<file path="config.mk">
export PLATFORM = sky130hd
export DESIGN_NAME = bus_controller
export DESIGN_NICKNAME = d
export VERILOG_FILES = /design/src/rtl/bus_controller_pkg.sv /design/src/rtl/bus_controller_sync2.sv /design/src/rtl/bus_controller.sv
export SDC_FILE = /design/constraint.sdc
export NUM_CORES = 1
export LEC_CHECK = 0
export ABC_CLOCK_PERIOD_IN_PS = 2200
export CAP_MARGIN = 20
export CORE_ASPECT_RATIO = 1.75
export CORE_MARGIN = 4
export CORE_UTILIZATION = 36
export DETAILED_ROUTE_END_ITERATION = 8
export PLACE_DENSITY_LB_ADDON = 0.1
export SLEW_MARGIN = 15
export SYNTH_ARGS = -nofsm -noshare
export SYNTH_HDL_FRONTEND = slang
export SYNTH_SLANG_ARGS = --single-unit
</file>
<file path="constraint.sdc">
create_clock -name Clock -period 2.2 [get_ports Clock]
set_input_delay 0.22 -clock Clock [delete_from_list [all_inputs] [get_ports Clock]]
set_output_delay 0.22 -clock Clock [all_outputs]
set_load 0.02 [all_outputs]
</file>
<file path="src/rtl/bus_controller_pkg.sv">
// Shared types and constants for the processor memory/I-O bus controller.
package bus_pkg;

  typedef enum logic [1:0] {
    IDLE   = 2'd0,
    ACCESS = 2'd1,
    WAIT   = 2'd2,
    RESP   = 2'd3
  } bus_state_t;

  localparam logic [3:0] REG_ROM = 4'd0;
  localparam logic [3:0] REG_RAM = 4'd1;
  localparam logic [3:0] REG_LED = 4'd2;
  localparam logic [3:0] REG_SW  = 4'd3;

  localparam int LED_W = 10;

  // Illegal access: writes to read-only regions and anything outside the map.
  function automatic logic access_err(input logic [3:0] region, input logic wr);
    logic err;
    case (region)
      REG_RAM, REG_LED: err = 1'b0;
      REG_ROM, REG_SW:  err = wr;
      default:          err = 1'b1;
    endcase
    return err;
  endfunction

endpackage

</file>
<file path="src/rtl/bus_controller_sync2.sv">
// Two-flop synchronizer for asynchronous level inputs.
module sync2 #(
  parameter int W = 1
) (
  input  logic         clk,
  input  logic         rst_n,
  input  logic [W-1:0] d,
  output logic [W-1:0] q
);

  logic [W-1:0] meta_r;

  // Two-stage resynchronisation into the clk domain.
  always_ff @(posedge clk or negedge rst_n) begin
    if (!rst_n) begin
      meta_r <= '0;
      q      <= '0;
    end else begin
      meta_r <= d;
      q      <= meta_r;
    end
  end

endmodule

</file>
<file path="src/rtl/bus_controller.sv">
// Single-outstanding req/ack bus controller decoding ROM, RAM, LED and switch
// regions, with a fixed access latency of 3+WAIT_STATES cycles.
module bus_controller
  import bus_pkg::*;
#(
  parameter int WAIT_STATES = 0,
  parameter int MEM_AW      = 7
) (
  input  logic              Clock,
  input  logic              Resetn,
  input  logic [15:0]       ADDR,
  input  logic [15:0]       DOUT,
  input  logic              W,
  input  logic              Req,
  output logic              Ack,
  output logic [15:0]       DIN,
  output logic [MEM_AW-1:0] rom_addr,
  input  logic [15:0]       rom_q,
  output logic [MEM_AW-1:0] ram_addr,
  output logic [15:0]       ram_d,
  output logic              ram_we,
  input  logic [15:0]       ram_q,
  output logic [LED_W-1:0]  LEDR,
  input  logic [LED_W-1:0]  SW,
  output logic              BusErr
);

  bus_state_t       state_r, state_next_s;
  logic [1:0]       cnt_r;
  logic [3:0]       region_r;
  logic             wr_r;
  logic [LED_W-1:0] led_data_r;
  logic [LED_W-1:0] sw_sync_s;
  logic [15:0]      rd_data_s;
  logic             addr_unused_s;

  // Region-internal high offset bits alias and are intentionally ignored.
  assign addr_unused_s = ^ADDR[11:MEM_AW];

  sync2 #(.W(LED_W)) u_sw_sync (
    .clk   (Clock),
    .rst_n (Resetn),
    .d     (SW),
    .q     (sw_sync_s)
  );

  // State register.
  always_ff @(posedge Clock or negedge Resetn) begin
    if (!Resetn) begin
      state_r <= IDLE;
    end else begin
      state_r <= state_next_s;
    end
  end

  // Next-state logic.
  always_comb begin
    state_next_s = state_r;
    case (state_r)
      IDLE: begin
        if (Req) state_next_s = ACCESS;
        else     state_next_s = IDLE;
      end
      ACCESS: state_next_s = WAIT;
      WAIT: begin
        if (cnt_r == 2'd0) state_next_s = RESP;
        else               state_next_s = WAIT;
      end
      RESP:    state_next_s = IDLE;
      default: state_next_s = IDLE;
    endcase
  end

  // Read-data mux; memory data is valid from the first WAIT cycle onward.
  always_comb begin
    rd_data_s = 16'h0000;
    case (region_r)
      REG_ROM: rd_data_s = rom_q;
      REG_RAM: rd_data_s = ram_q;
      REG_LED: rd_data_s = {{(16-LED_W){1'b0}}, LEDR};
      REG_SW:  rd_data_s = {{(16-LED_W){1'b0}}, sw_sync_s};
      default: rd_data_s = 16'h0000;
    endcase
  end

  // Request capture, memory drive, wait counting and response registers.
  always_ff @(posedge Clock or negedge Resetn) begin
    if (!Resetn) begin
      cnt_r      <= 2'd0;
      region_r   <= 4'd0;
      wr_r       <= 1'b0;
      led_data_r <= '0;
      rom_addr   <= '0;
      ram_addr   <= '0;
      ram_d      <= 16'h0000;
      ram_we     <= 1'b0;
      Ack        <= 1'b0;
      DIN        <= 16'h0000;
      LEDR       <= '0;
      BusErr     <= 1'b0;
    end else begin
      case (state_r)
        IDLE: begin
          if (Req) begin
            region_r   <= ADDR[15:12];
            wr_r       <= W;
            led_data_r <= DOUT[LED_W-1:0];
            cnt_r      <= 2'(WAIT_STATES);
            rom_addr   <= ADDR[MEM_AW-1:0];
            ram_addr   <= ADDR[MEM_AW-1:0];
            ram_d      <= DOUT;
            ram_we     <= W && (ADDR[15:12] == REG_RAM);
          end
        end
        ACCESS: ram_we <= 1'b0;
        WAIT: begin
          if (cnt_r == 2'd0) begin
            Ack <= 1'b1;
            if (!wr_r) DIN <= rd_data_s;
            if (wr_r && (region_r == REG_LED)) LEDR <= led_data_r;
            if (access_err(region_r, wr_r)) BusErr <= 1'b1;
          end else begin
            cnt_r <= cnt_r - 2'd1;
          end
        end
        RESP:    Ack <= 1'b0;
        default: Ack <= 1'b0;
      endcase
    end
  end

endmodule

</file>
==> qor.yml <==
power.total_mw: 7.02
syn_to_final_growth_pct: 54.2
io_pins: 137
ys.flop_type: "dfrtp_1"
grt_pass1_vias: 2464
yosysWarnings: 0
p_seq_share_pct: 33.7
clock.fmax_mhz: 531
cts-root-buf: "clkbuf_16"
finalCriticalPeriod_ns: 1.88
grt_overflow: 0
wl_per_cell_um: 17.5
slew_headroom_pct: 65.3
avgViaCountPerCell: 4.71
finClkSkew_ns: 0.00567
nNetsFinal: 431
clock_sink_count: 81
die_x_um: 80.3
initial_core_util_pct: 37.5
path_class: "reg -> reg"
worst-slew-pin-transition_ns: 0.521
power_frac_clock_pct: 22.3
switchingPower_mw: 2.36
reg2reg_from: "state_r[0]$_DFF_PN0_"
cts_resized: 0
synth_edf_count: 0
postPlaceCellArea_um2: 4750
swShare_pct: 33.7
ys_seq_area_share_pct: 61.6
holdPathStages: 1
min_from: "SW[2]"
first_pass_iters: 4
min_path_type: "in -> reg"
vdd_ir_drop_max_uv: 701
synth_commonest_cells: "dfrtp_1, mux2_2, a22o_1, mux4_2, nand2_1"
ff2ff_path_depth: 6
dr_total_vias: 2210
port_buffers: 131
dpl.cell_count: 452
drt_iter0_markers: 59
crit_required_ns: 2.41
syn-num-nets: 295
postCtsSetupBuffers: 0
netlist_area_um2: 3290
layout.cells.non_filler: 469
endpoint_kind: "register"
holdWs_ns: 0.324
ant_nets: 0
finalSetupViolations: 0
design_area_um2: 5070
drive_gt1_share_pct: 22.2
htree_levels: 3
final.setup.worst_slack_ns: 0.318
synth-seq-cells: 81
syn_area_per_cell_um2: 15.6
p_leak_nw: 2.15
yosysMostFrequentCell: "dfrtp_1"
cts_tree: "yes"
grt_start_max_net_pins: 45
hpwl_um: 6140
setup_tns_ns: 0
async_flop_share_pct: 100
finalCritPeriodShare_pct: 85.5
r2r-end: "LEDR[4]$_DFFE_PN0P_"
synthCells: 211
grt_pass1_wl_um: 12800
insertion_delay_ns: 0.33
fill_cells: 738
diodes: 0
drcViolationCount: 0
r2r_slack_ns: 0.32
netlist.area_leader.share_pct: 61.6
hold_buffers: 1
clkTransAtPathRegs_ns: 0.06
wirelength_um: 8220
p_comb_share_pct: 44.1
rsz0062_at_grt: "no"
post-route-util_pct: 57.7
maxCapViolCount: 0
p_per_area_nw_per_um2: 1380
die_area_um2: 10800
hold_viol: 0
synth_cell_types: 29
row_count: 45
path_max_fanout: 10
clk_path_buf_depth: 2
slew_violations: 0
antenna_found_initial: 0
finalWeightedCongestion: 0.757
numCtsBuffers: 9
fp.dieH_um: 134
synth_top_area_cell: "dfrtp_1"
arrival_ns: 2.10
core_um2: 8780
min_to: "u_sw_sync.meta_r[2]$_DFF_PN0_"
start_kind: "register"
track_usage_pct: 16.1
p_int_mw: 4.65
outcome: "finished, final reports clean"
place_ws_ns: 0.310
synth_area_leaders: "dfrtp_1, mux2_2, mux4_2"
[placed cells by master, fill, tap and decap left out, types with 3 or more instances in the layout]
master,netlist,routed
inv_1,6,6
buf_4,8,6
a22o_1,11,11
o21ai_0,9,9
mux2i_1,7,7
buf_12,0,3
nand2_1,10,10
dfrtp_1,81,81
mux4_2,10,10
ha_1,6,6
mux2_2,38,38
clkbuf_16,0,9
clkdlybuf4s50_1,0,130
[cell type report]
cell class | count | area, µm² | share of cell area [%]
Clock buffer | 11 | 233 | 4.59
Timing Repair Buffer | 140 | 1420 | 27.9
Inverter | 6 | 22.5 | 0.444
Sequential cell | 81 | 2030 | 40.0
Clock inverter | 5 | 80.1 | 1.58
Multi-Input combinational cell | 109 | 1150 | 22.6
Tap cell | 117 | 146 | 2.89
[layer usage]
layer  GRT usage (%)  vias to the layer above  routed length, µm
met5               0                        -                  0
met4            5.45                        0                152
met3            5.74                       10                526
met2            29.0                       75               4620
met1            17.0                     1096               2920
li1                -                     1029                  -
[cell families (layout without fill, tap and decap cells)]
group / after synthesis / count (layout) / synth area share (%)
flip-flops: 81 / 81 / 61.6
multiplexers: 55 / 55 / 22.0
AO/OA/AOI/OAI: 27 / 27 / 6.05
buffers and inverters: 21 / 162 / 3.50
AND/OR/NAND/NOR: 20 / 20 / 4.30
adder cells (fa/ha/maj): 6 / 6 / 2.28
XOR/XNOR: 1 / 1 / 0.266
[critical path, cell delays in order, from the launching register on]
cell and delay (ns):
dfrtp_1 0.40, inv_1 0.11, ha_1 0.31, nand2_2 0.13
nor4_4 0.21, buf_4 0.25, mux2_2 0.36
[registers in the layout (all words and copies together) (netlist names)]
| name | flops |
|---|---|
| Ack | 1 |
| u_sw_sync.q | 10 |
| u_sw_sync.meta_r | 10 |
| wr_r | 1 |
| BusErr | 1 |
| ram_we | 1 |
| DIN | 16 |
| ram_addr | 7 |
| ram_d | 16 |
| state_r | 2 |
| cnt_r | 2 |
| LEDR | 10 |
| region_r | 4 |
[how the worst max path moves through the flow]
stage	start	end	slack [ns]	cells past startpoint
global placement	state_r[0]$_DFF_PN0_	LEDR[7]$_DFFE_PN0P_	0.37	6
detailed placement	state_r[0]$_DFF_PN0_	LEDR[4]$_DFFE_PN0P_	0.31	6
CTS	state_r[0]$_DFF_PN0_	LEDR[4]$_DFFE_PN0P_	0.30	6
floorplan	state_r[0]$_DFF_PN0_	LEDR[0]$_DFFE_PN0P_	0.39	5
global route	state_r[0]$_DFF_PN0_	LEDR[7]$_DFFE_PN0P_	0.20	6
finish	state_r[0]$_DFF_PN0_	LEDR[4]$_DFFE_PN0P_	0.32	6
[power by group through the flow]
stage	Combinational [mW]	Clock (mW)	Sequential [mW]
after CTS	3.15	1.60	2.38
final	3.09	1.56	2.36
after floorplan	1.30	0	2.79
after global placement	3.11	0	2.38
after detailed placement	3.14	0	2.40
after global routing	3.31	1.66	2.44
(Power assumes the default switching activity.)
